[config.mk]
export PLATFORM = sky130hd
export DESIGN_NAME = alarm_clock_controller
export DESIGN_NICKNAME = d
export VERILOG_FILES = /design/src/rtl/alarm_clock_controller.sv
export SDC_FILE = /design/constraint.sdc
export NUM_CORES = 1
export LEC_CHECK = 0
export ABC_AREA = 1
export CAP_MARGIN = 20
export CORE_UTILIZATION = 58
export CTS_CLUSTER_DIAMETER = 200
export DETAILED_ROUTE_END_ITERATION = 12
export PLACE_DENSITY = 0.92
export SKIP_LAST_GASP = 1
export SLEW_MARGIN = 0
export SYNTH_ARGS = -nofsm -noshare
export SYNTH_HDL_FRONTEND = slang
export SYNTH_SLANG_ARGS = --single-unit
[constraint.sdc]
create_clock -name clk -period 2.95 [get_ports clk]
set_input_delay 0.59 -clock clk [delete_from_list [all_inputs] [get_ports clk]]
set_output_delay 0.59 -clock clk [all_outputs]
set_load 0.1 [all_outputs]
[src/rtl/alarm_clock_controller.sv]
// Time-keeping and alarm sequencer.
// Keeps the running HH:MM:SS time and the HH:MM alarm. Routes hours/mins
// increment pulses to either the time or the alarm registers, and runs the
// ring / snooze / stop sequence that drives the buzzer.
//
// Ports:
//   clk, reset_n          clock, asynchronous active-low reset
//   sec_tick              one-cycle pulse per second
//   alarm_mode            1: increments edit alarm, 0: increments edit time
//   hours_inc, mins_inc   one-cycle increment pulses
//   alarm_en              level; 0 disarms the alarm and silences any ring
//   snooze, stop          one-cycle button pulses
//   time_h/m/s            current time
//   alarm_h/m             alarm setting
//   ring                  buzzer drive (RINGING)
//   snoozed               high while SNOOZED
module alarm_clock_controller #(
  parameter int unsigned RING_SECS   = 60,
  parameter int unsigned SNOOZE_MINS = 5
) (
  input  logic       clk,
  input  logic       reset_n,
  input  logic       sec_tick,
  input  logic       alarm_mode,
  input  logic       hours_inc,
  input  logic       mins_inc,
  input  logic       alarm_en,
  input  logic       snooze,
  input  logic       stop,
  output logic [4:0] time_h,
  output logic [5:0] time_m,
  output logic [5:0] time_s,
  output logic [4:0] alarm_h,
  output logic [5:0] alarm_m,
  output logic       ring,
  output logic       snoozed
);

  typedef enum logic [1:0] {StIdle, StRinging, StSnoozed} state_e;

  state_e     state_q, state_d;
  logic [4:0] time_h_q, time_h_d;
  logic [5:0] time_m_q, time_m_d;
  logic [5:0] time_s_q, time_s_d;
  logic [4:0] alarm_h_q, alarm_h_d;
  logic [5:0] alarm_m_q, alarm_m_d;
  logic [4:0] snz_h_q, snz_h_d;
  logic [5:0] snz_m_q, snz_m_d;
  logic [7:0] ring_cnt_q, ring_cnt_d;
  logic       ring_q, snoozed_q;

  logic       time_edit;
  logic       min_boundary;
  logic [6:0] snz_m_sum;
  logic [4:0] snz_h_calc;
  logic [5:0] snz_m_calc;

  assign time_edit = !alarm_mode && (hours_inc || mins_inc);

  // Time registers: an edit cycle swallows that cycle's sec_tick.
  always_comb begin
    time_h_d     = time_h_q;
    time_m_d     = time_m_q;
    time_s_d     = time_s_q;
    min_boundary = 1'b0;
    if (time_edit) begin
      if (mins_inc) begin
        time_m_d = (time_m_q == 6'd59) ? 6'd0 : time_m_q + 6'd1;
        time_s_d = 6'd0;
      end
      if (hours_inc) begin
        time_h_d = (time_h_q == 5'd23) ? 5'd0 : time_h_q + 5'd1;
      end
    end else if (sec_tick) begin
      if (time_s_q == 6'd59) begin
        time_s_d     = 6'd0;
        min_boundary = 1'b1;
        if (time_m_q == 6'd59) begin
          time_m_d = 6'd0;
          time_h_d = (time_h_q == 5'd23) ? 5'd0 : time_h_q + 5'd1;
        end else begin
          time_m_d = time_m_q + 6'd1;
        end
      end else begin
        time_s_d = time_s_q + 6'd1;
      end
    end
  end

  // Alarm registers
  always_comb begin
    alarm_h_d = alarm_h_q;
    alarm_m_d = alarm_m_q;
    if (alarm_mode) begin
      if (mins_inc) alarm_m_d = (alarm_m_q == 6'd59) ? 6'd0 : alarm_m_q + 6'd1;
      if (hours_inc) alarm_h_d = (alarm_h_q == 5'd23) ? 5'd0 : alarm_h_q + 5'd1;
    end
  end

  // Snooze target from the currently displayed h:m
  always_comb begin
    snz_m_sum  = {1'b0, time_m_q} + 7'(SNOOZE_MINS);
    snz_m_calc = snz_m_sum[5:0];
    snz_h_calc = time_h_q;
    if (snz_m_sum >= 7'd60) begin
      snz_m_calc = 6'(snz_m_sum - 7'd60);
      snz_h_calc = (time_h_q == 5'd23) ? 5'd0 : time_h_q + 5'd1;
    end
  end

  // Ring FSM; matches compare against the post-increment time.
  always_comb begin
    state_d    = state_q;
    ring_cnt_d = ring_cnt_q;
    snz_h_d    = snz_h_q;
    snz_m_d    = snz_m_q;
    if (!alarm_en) begin
      state_d = StIdle;
    end else begin
      unique case (state_q)
        StIdle: begin
          if (min_boundary && time_h_d == alarm_h_q && time_m_d == alarm_m_q) begin
            state_d    = StRinging;
            ring_cnt_d = 8'd0;
          end
        end
        StRinging: begin
          if (stop) begin
            state_d = StIdle;
          end else if (snooze) begin
            state_d = StSnoozed;
            snz_h_d = snz_h_calc;
            snz_m_d = snz_m_calc;
          end else if (sec_tick) begin
            if ((ring_cnt_q + 8'd1) == 8'(RING_SECS)) state_d = StIdle;
            else ring_cnt_d = ring_cnt_q + 8'd1;
          end
        end
        StSnoozed: begin
          if (stop) begin
            state_d = StIdle;
          end else if (min_boundary && time_h_d == snz_h_q && time_m_d == snz_m_q) begin
            state_d    = StRinging;
            ring_cnt_d = 8'd0;
          end
        end
        default: state_d = StIdle;
      endcase
    end
  end

  always_ff @(posedge clk or negedge reset_n) begin
    if (!reset_n) begin
      state_q    <= StIdle;
      time_h_q   <= '0;
      time_m_q   <= '0;
      time_s_q   <= '0;
      alarm_h_q  <= '0;
      alarm_m_q  <= '0;
      snz_h_q    <= '0;
      snz_m_q    <= '0;
      ring_cnt_q <= '0;
      ring_q     <= 1'b0;
      snoozed_q  <= 1'b0;
    end else begin
      state_q    <= state_d;
      time_h_q   <= time_h_d;
      time_m_q   <= time_m_d;
      time_s_q   <= time_s_d;
      alarm_h_q  <= alarm_h_d;
      alarm_m_q  <= alarm_m_d;
      snz_h_q    <= snz_h_d;
      snz_m_q    <= snz_m_d;
      ring_cnt_q <= ring_cnt_d;
      ring_q     <= (state_d == StRinging);
      snoozed_q  <= (state_d == StSnoozed);
    end
  end

  assign time_h  = time_h_q;
  assign time_m  = time_m_q;
  assign time_s  = time_s_q;
  assign alarm_h = alarm_h_q;
  assign alarm_m = alarm_m_q;
  assign ring    = ring_q;
  assign snoozed = snoozed_q;

endmodule
## Word-level counts from Yosys, hierarchy flattened

Index checks and enable logic that the tools add are counted.

- Register bits: 51
- Latch bits: 0
- Bits in writable memories: 0
- Memory bits (read-only): 0
- Input port bits: 9
- Output and inout bits: 30
- Logic and storage cells: 97
- Memories: 0

- Add/sub/neg operators: 8
- Multiply operators: 0
- Div/mod/pow operators: 0
- Magnitude comparators: 1
- Eq/ne operators: 22
- Shifts and indexed selects: 0
- Multiplexer cells: 39
- Bitwise operators: 1
- Reductions and logical operators: 15

Operators with widths:

| operator | count |
|---|---|
| two-way mux 6 bit | 11 |
| two-way mux 8 bit | 7 |
| two-way mux 5 bit | 8 |
| one-hot mux 8 bit (3 select lines) | 1 |
| adder 6 x 1 -> 6 bit, second input constant | 3 |
| == test 6 bit, second input constant | 3 |
| two-way mux 2 bit | 8 |
| inequality test 2 bit, second input constant | 8 |
| == test 6 bit | 2 |
| adder 5 x 1 -> 5 bit, second input constant | 2 |
| == test 5 bit | 2 |
| == test 5 bit, second input constant | 2 |
| AND reduction 9 bit | 1 |
| adder 8 x 1 -> 8 bit, second input constant | 1 |
| == test 8 x 6 -> 1 bit, second input constant | 1 |
| adder 6 x 3 -> 7 bit, second input constant | 1 |
| >= comparator 7 x 6 -> 1 bit, second input constant | 1 |
| one-hot mux 2 bit (3 select lines) | 1 |
| AND reduction 2 bit | 3 |
| subtractor 6 bit, second input constant | 1 |
| logical AND 1 bit | 5 |
| == test 2 x 1 -> 1 bit, second input constant | 2 |
| == test 2 bit, second input constant | 2 |
| AND reduction 4 bit | 1 |
| 7 further kinds | 9 |

## Longest topological paths before layout

Gate-level depths: netlist of run 1.

- Word-level depth: 14
- Depth in mapped cells: 18

## Worst setup path before layout of run 1

No wires, ideal clock.

- Path type: register to register
- Start: reg time_s_q[1] (netlist: time_s[1])
- End: reg ring_cnt_q[2]
- Library setup time: 117 ps
- Data arrival time: 2728 ps
- Required time: 2833 ps
- Setup slack: 105 ps
- Stages on the path, launching flop included: 19
- Path buffers: 0
- Cell sequence: dfrtp_1 > ha_1 > nand3_1 > nor2_4 > nand2_1 > nand2_1 > nand2_1 > nand2_1 > nand2_1 > nand2_1 > nand2_1 > nor2_1 > nand2_1 > nor2_2 > nand2_1 > nand2_4 > nand3_4 > nand2_1 > nand2_1

- Longest elaborated chain between the ends: 9
- Elaborated cells between the ends (all ways): 21
- Those cells by class: 7 x eq/ne; 9 x mux; 5 x reduce/logical

Ends and longest elaborated chain:

| what | line | RTL |
|---|---|---|
| start, declared | 44 | `logic [5:0] time_s_q, time_s_d;` |
| start signal, assigned | 169 | `time_s_q <= time_s_d;` |
| == test 6 bit * | 75 | `if (time_s_q == 6'd59) begin` |
| two-way mux 5 bit | 75 |  |
| two-way mux 5 bit | 74 | `end else if (sec_tick) begin` |
| two-way mux 5 bit | 66 | `if (time_edit) begin` |
| == test 5 bit, on equally long branches | 142, 122 |  |
| logical AND 1 bit, on equally long branches (2 in series) | 142, 122 |  |
| inequality test 2 bit (no line) | -- |  |
| AND reduction 9 bit (no line) * | -- |  |
| end signal, assigned | 174 | `ring_cnt_q <= ring_cnt_d;` |
| end, declared | 49 | `logic [7:0] ring_cnt_q, ring_cnt_d;` |

Every way passes the cells marked *; elsewhere a longest branch is shown, timed or not.
A chain may end at the register's enable or synchronous reset.

## Worst setup path after layout of run 1

- Start: in mins_inc
- End: reg ring_cnt_q[6]

- Longest elaborated chain between the ends: 8
- Elaborated cells between the ends (all ways): 17
- Those cells by class: 6 x eq/ne; 4 x mux; 7 x reduce/logical

Ends and longest elaborated chain:

| what | line | RTL |
|---|---|---|
| start, declared | 26 | `input logic mins_inc,` |
| logical OR 1 bit | 58 | `assign time_edit = !alarm_mode && (hours_inc \|\| mins_inc);` |
| logical AND 1 bit | 58 |  |
| two-way mux 5 bit | 66 |  |
| == test 5 bit, on equally long branches | 142, 122 |  |
| logical AND 1 bit, on equally long branches (2 in series) | 142, 122 |  |
| inequality test 2 bit (no line) | -- |  |
| AND reduction 9 bit (no line) * | -- |  |

Marked as above.

==> out/qor.yml, run 1 <==
sta:
  finalHoldViolCount: 0
  max_clock_freq_mhz: 366
  tightest_slew_ns: 0.489
  report.final.setup_viol: 0
  min_period_ns: 2.73
  tns_ns: 0
  relSlewSlack: 0.673
  finalMaxSlewViolations: 0
  finalWorstSetupSlack_ns: 0.216
  fin_crit_sh: 0.927
  finalClockSkew_ns: 0.0143
  grt_setup_unrepaired: "false"
route:
  drtPass1Iterations: 5
  postRouteAntennaNets: 0
  routedWlPerCell_um: 14.1
  via_count: 3896
  avgViaCountPerCell: 5.67
  drt-total-wl_um: 9690
  drt_iter0_markers: 325
  drc: 0
setup_path:
  critPathMaxStageDelay_ns: 0.54
  arrival_ns: 2.93
  critPathLaunchType: "input port"
  critical_path.most_common_cell: "nand2_1"
  cp_max_fo: 8
  end_kind: "flop"
  timing.critical_path.slowest_stage_cell: "clkdlybuf4s50_1"
  worst_ep_required_time_ns: 3.15
  crit_chain: "clkdlybuf4s50_1, buf_4, nand3b_1, nand2_1, nor2_1, nand2_1, nand2_1, nand2_1, nand2_1, nand2_1, nor2_1, nand2_1, nor2_2, nand2_1, nand2_4, nand3_4, nand2_1, nand2_1"
  rr_worst_depth: 18
  path_class: "input port to flop"
synth:
  ys_seq_elements: 51
  syn_nets: 579
  avgSynthCellArea_um2: 6.65
  synth_cells: 562
  yosysSeqAreaShare: 0.341
  netlist_area_um2: 3740
  yosys.cell_types.count: 38
  ys_warn_count: 0
power:
  total_power_mw: 3.92
  vdd_drop_max_mv: 0.917
  power_density_nw_per_um2: 918
  p_leak_nw: 2.29
final_layout:
  n_antenna_cell: 0
  area_growth_pct: 14.4
  multi_input_area_um2: 2070
  stdcell_area_um2: 4270
  drive_gt1_frac: 0.129
  final_cell_mix: "nand2_1 (157), inv_1 (85), nand3_1 (68)"
  final_common_cell: "nand2_1"
  seq_area_um2: 1280
  stdcell_count: 687
  fill_cells: 521
  fin_nets: 628
placed_design:
  dp_slack_ns: -0.0163
  place.gp.congestion: 0.990
  dpl.cell_count: 679
  placed_cell_area_um2: 4190
  portBuffers: 38
  dpl.hpwl_um: 7510
clocking:
  clock-sinks: 51
  clock_latency_ns: 0.31
  cts_hold_buf: 0
  cts_tree: "built"
  cts-htree-levels: 2
  postCtsResizedCells: 0
  numCtsBuffers: 5
  cts_max_path_buffers: 2
  cts_root_buf: "clkbuf_8"
  cts.clk_slew.worst_paths_ns: 0.10
  cts_setup_buffers: 0
die:
  die_h_um: 82.3
  die_area_um2: 6770
  rows: 28
  io_pins: 39
  dieWidth_um: 82.3
  start_util: 0.617
  core_area_um2: 6060
global_routing:
  grt-ovfl-total: 0
  grt_usage: 0.306
  grt_max_degree: 29
  grt_pass1_wl_um: 15700
  grt_pass1_vias: 3487
  antenna_found_initial: 0
flow_run:
  maxCapViolations: 0
run_status:
  status: "complete, no violations"
worst_hold_path:
  hold_class: "input port to async pin"
[sequential cells by signal, summed over array words and instances, names as in the netlist]
name        cells
time_m          6
snoozed         1
snz_h_q         5
alarm_h         5
ring_cnt_q      8
snz_m_q         6
alarm_m         6
ring            1
time_h          5
state_q         2
time_s          6
[path summary, 6_finish.rpt]
| path | start | endpoint | slack [ns] |
|---|---|---|---|
| worst min register to register | ring_cnt_q[7]$_DFFE_PN0P_ | ring_cnt_q[7]$_DFFE_PN0P_ | 0.52 |
| max in group asynchronous | reset_n | ring_cnt_q[2]$_DFFE_PN0P_ | 2.38 |
| worst min-delay path | reset_n | time_m[5]$_DFF_PN0_ | 0.26 |
| worst max register to register | time_s[1]$_DFFE_PN0P_ | ring_cnt_q[6]$_DFFE_PN0P_ | 0.38 |
| min in group clk | ring_cnt_q[7]$_DFFE_PN0P_ | ring_cnt_q[7]$_DFFE_PN0P_ | 0.52 |
| worst max-delay path | mins_inc | ring_cnt_q[6]$_DFFE_PN0P_ | 0.22 |
[through the flow]
stage | hold WS (ns) | utilization
after floorplan | 0.294 | -
after global placement | 0.485 | 0.692
after detailed placement | 0.499 | 0.692
after CTS | 0.279 | 0.705
after global routing | 0.304 | 0.705
final | 0.259 | 0.705
[area by class of cell]
class                   instances  share of cell area
inverters                      88              0.0776
well taps                      75              0.0220
flip-flops and latches         51               0.299
clock buffers                   7              0.0179
multi-input cells             414               0.484
repair buffers                 51              0.0989
clock inverters                 1             0.00117
[cells by family after synthesis]
logic type                 Yosys count  synth area share
AOI/OAI and AO/OA                   62            0.0894
buffers and inverters               97             0.105
xor gates and xnor gates            12            0.0281
DFF                                 51             0.341
adders and majority gates            8            0.0268
and+or+nand+nor                    332             0.409
[report_power, final]
part	switching [mW]	internal, mW
clock network	0.242	0.168
registers	0.231	0.835
logic	1.88	0.567
total	2.35	1.57
[worst max-delay path: cells and delay by family]
| kind | cells | cell delay, ns |
|---|---|---|
| and+or+nand+nor | 16 | 1.64 |
| buffers and inverters | 2 | 0.69 |
[synth_stat cells, drive strengths merged]
cell / count / area [um^2]
xnor2: 3 / 26.3
and3: 1 / 6.26
nor3b: 2 / 15.0
dfrtp: 51 / 1280
a31o: 1 / 8.76
nand3b: 4 / 30.0
o211ai: 1 / 7.51
buf: 8 / 57.6
clkinv: 1 / 5.00
ha: 8 / 100
nand3: 74 / 415
a21oi: 20 / 104
nor4: 2 / 12.5
o21ai: 34 / 174
nand4: 14 / 87.6
inv: 87 / 327
nor2: 58 / 248
xor2: 9 / 78.8
or2: 2 / 12.5
a31oi: 3 / 18.8
o22ai: 2 / 12.5
clkbuf: 1 / 3.75
a41oi: 1 / 8.76
nor3: 8 / 40.0
nand2: 167 / 662
[metal layers]
metal	GRT usage	vias to the layer above	share of wire
li1	-	1908	-
met5	0	-	0
met2	0.495	182	0.46
met4	0.102	0	0.024
met3	0.0538	27	0.076
met1	0.413	1779	0.44
No activity file was read; power rests on OpenSTA's default activity.
==> inputs of run 2 (changes only) <==
SKIP_CTS_REPAIR_TIMING = 1   (was default)
==> results of run 2 <==
No change in the layout: final DEF, timing and power equal those of run 1.
==> inputs of run 3 (changes only) <==
==> constraint.sdc (replaced) <==
create_clock -name clk -period 2.95 [get_ports clk]
set_input_delay 0.7375 -clock clk [delete_from_list [all_inputs] [get_ports clk]]
set_output_delay 0.7375 -clock clk [all_outputs]
set_load 0.1 [all_outputs]
==> run 3 against run 2 <==
Utilization grew 2.1 points. Final cell count increased by 1.7%. Largest cell class unchanged. Clock-buffer cell count down 1. Sequential share of layout area fell by 0.86 points. First-iteration DRC count up 69%. Largest power group unchanged. Clock skew fell by 0.0054 ns. Worst setup slack worse by 0.0021 ns. Routed wire length increased by 1.1%. Via count increased by 1.3%.
==> out/qor.yml, run 3 (same netlist as run 1, synthesis figures left out) <==
final_layout:
  final_common_cell: "nand2_1"  # unchanged
  largest_reg_flops: 8  # unchanged
  fin_nets: 640  # was 628
  fill_cells: 495  # was 521
  stdcell_area_um2: 4400  # was 4270 um^2
  seq_area_um2: 1280  # unchanged
  stdcell_count: 699  # was 687
  n_antenna_cell: 0  # unchanged
  area_growth_pct: 17.7  # was 14.4%
  multi_input_area_um2: 2070  # unchanged
  drive_gt1_frac: 0.149  # was 0.129
  final_cell_mix: "nand2_1 (157), inv_1 (85), nand3_1 (68)"  # unchanged
  largest-register: "ring_cnt_q"  # unchanged
route:
  drt_iter0_markers: 548  # was 325
  drt-total-wl_um: 9800  # was 9690 um
  via_count: 3946  # was 3896
  drc: 0  # unchanged
  avgViaCountPerCell: 5.65  # was 5.67
  routedWlPerCell_um: 14.0  # was 14.1 um
  drtPass1Iterations: 5  # unchanged
  postRouteAntennaNets: 0  # unchanged
sta:
  max_clock_freq_mhz: 365  # was 366 MHz
  finalClockSkew_ns: 0.00889  # was 0.0143 ns
  fin_crit_sh: 0.928  # was 0.927
  tightest_slew_ns: 0.494  # was 0.489 ns
  finalMaxSlewViolations: 0  # unchanged
  report.final.setup_viol: 0  # unchanged
  finalWorstSetupSlack_ns: 0.214  # was 0.216 ns
  finalHoldViolCount: 0  # unchanged
  relSlewSlack: 0.670  # was 0.673
  grt_setup_unrepaired: "false"  # unchanged
  tns_ns: 0  # unchanged
  min_period_ns: 2.74  # was 2.73 ns
power:
  switching_share: 0.581  # was 0.600
  combPwrFrac: 0.607  # was 0.624
  total_power_mw: 4.07  # was 3.92 mW
  vdd_drop_max_mv: 0.984  # was 0.917 mV
  p_leak_nw: 2.38  # was 2.29 nW
  power_density_nw_per_um2: 926  # was 918 nW/um^2
  p_seq_frac: 0.266  # was 0.272
  p_int_mw: 1.71  # was 1.57 mW
  p_switching_mw: 2.37  # was 2.35 mW
  clockPowerShare: 0.127  # was 0.104
placed_design:
  portBuffers: 38  # unchanged
  placed_cell_area_um2: 4280  # was 4190 um^2
  place.gp.congestion: 0.987  # was 0.990
  dp_slack_ns: -0.0494  # was -0.0163 ns
  dpl.hpwl_um: 7470  # was 7510 um
  dpl.cell_count: 691  # was 679
die:
  start_util: 0.617  # unchanged
  die_area_um2: 6770  # unchanged
  io_pins: 39  # unchanged
  die_h_um: 82.3  # unchanged
  dieWidth_um: 82.3  # unchanged
  core_area_um2: 6060  # unchanged
  rows: 28  # unchanged
clocking:
  cts_max_path_buffers: 2  # unchanged
  cts.clk_slew.worst_paths_ns: 0.10  # about the same
  cts-htree-levels: 2  # unchanged
  clock-sinks: 51  # unchanged
  numCtsBuffers: 5  # unchanged
  cts_root_buf: "clkbuf_8"  # unchanged
  clock_latency_ns: 0.31  # about the same
  cts_tree: "built"  # unchanged
setup_path:
  cp_num_buf_inv: 3  # was 2
  path_class: "input port to flop"  # unchanged
  end_kind: "flop"  # unchanged
  cp_max_fo: 8  # unchanged
  critPathMaxStageDelay_ns: 0.53  # was 0.54 ns
  worst_ep_required_time_ns: 3.15  # about the same
  critical_path.top_delay_family: "simple AND/OR/NAND/NOR gates"  # unchanged
  crit_chain: "clkdlybuf4s50_1, buf_4, nand3b_1, nand2_1, nor2_1, nand2_1, nand2_1, nand2_1, buf_4, nand2_1, nand4_1, nor2_2, nand3_2, nand2_4, nand3_4, nand2_1, nand2_1"  # was clkdlybuf4s50_1, buf_4, nand3b_1, nand2_1, nor2_1, nand2_1, nand2_1, nand2_1, nand2_1, nand2_1, nor2_1, nand2_1, nor2_2, nand2_1, nand2_4, nand3_4, nand2_1, nand2_1
  arrival_ns: 2.94  # was 2.93 ns
  critPathLaunchType: "input port"  # unchanged
  critical_path.most_common_cell: "nand2_1"  # unchanged
  timing.critical_path.slowest_stage_cell: "clkdlybuf4s50_1"  # unchanged
run_status:
  status: "complete, no violations"  # unchanged
global_routing:
  grt_usage: 0.311  # was 0.306
  grt_pass1_vias: 3632  # was 3487
  antenna_found_initial: 0  # unchanged
  grt-ovfl-total: 0  # unchanged
  grt_pass1_wl_um: 16000  # was 15700 um
  grt_max_degree: 52  # was 29
flow_run:
  maxCapViolations: 0  # unchanged
worst_hold_path:
  hold_class: "input port to async pin"  # unchanged
run 3: changes by cell type in the layout (fill, tap and decap cells not counted):
cell and change:
buf_4 +12, clkbuf_1 -2, bufinv_16 +1, clkbuf_8 +1
run 3: per-stage QoR:
step                      hold slack, ns  utilization
after floorplan                    0.442            -
after global placement             0.481        0.707
after detailed placement           0.487        0.707
after CTS                          0.423        0.726
after global routing               0.441        0.726
final                              0.407        0.726
run 3: cell type report:
class	count	share of cell area
flip-flops and latches	51	0.290
repair buffers	63	0.117
multi-input cells	414	0.470
inverters	88	0.0753
well taps	75	0.0213
clock buffers	6	0.0188
clock inverters	2	0.00796
run 3: power by group through the flow:
| stage | Clock, mW | Sequential (mW) | Combinational (mW) |
|---|---|---|---|
| CTS | 0.520 | 1.07 | 2.45 |
| detailed placement | 0 | 1.09 | 2.44 |
| global route | 0.545 | 1.10 | 2.66 |
| finish | 0.518 | 1.08 | 2.47 |
| global placement | 0 | 1.08 | 2.40 |
| floorplan | 0 | 1.97 | 0.963 |
run 3: path summary, 6_finish.rpt:
check,from,endpoint,slack [ns],cells after the start
min in group clk,ring_cnt_q[7]$_DFFE_PN0P_,ring_cnt_q[7]$_DFFE_PN0P_,0.51,2
min,reset_n,time_h[4]$_DFF_PN0_,0.41,2
max in group asynchronous,reset_n,snz_h_q[3]$_DFFE_PN0P_,2.30,2
min reg2reg,ring_cnt_q[7]$_DFFE_PN0P_,ring_cnt_q[7]$_DFFE_PN0P_,0.51,2
max reg2reg,time_m[0]$_DFF_PN0_,snz_m_q[4]$_DFFE_PN0P_,0.24,11
max,mins_inc,ring_cnt_q[5]$_DFFE_PN0P_,0.21,17
run 3: layer usage:
metal,track usage,wire [um]
met5,0,0
met2,0.521,4560
met1,0.415,4370
met3,0.0418,715
met4,0.0965,153
run 3: worst reg2reg max path: cells and delay by family (launching register included):
| family | cells | cell delay [ns] |
|---|---|---|
| AO/OA/AOI/OAI | 3 | 0.49 |
| XOR/XNOR | 2 | 0.57 |
| adder cells (fa/ha/maj) | 1 | 0.25 |
| buffers and inverters | 1 | 0.08 |
| flip-flops | 1 | 0.55 |
| AND/OR/NAND/NOR | 4 | 0.71 |
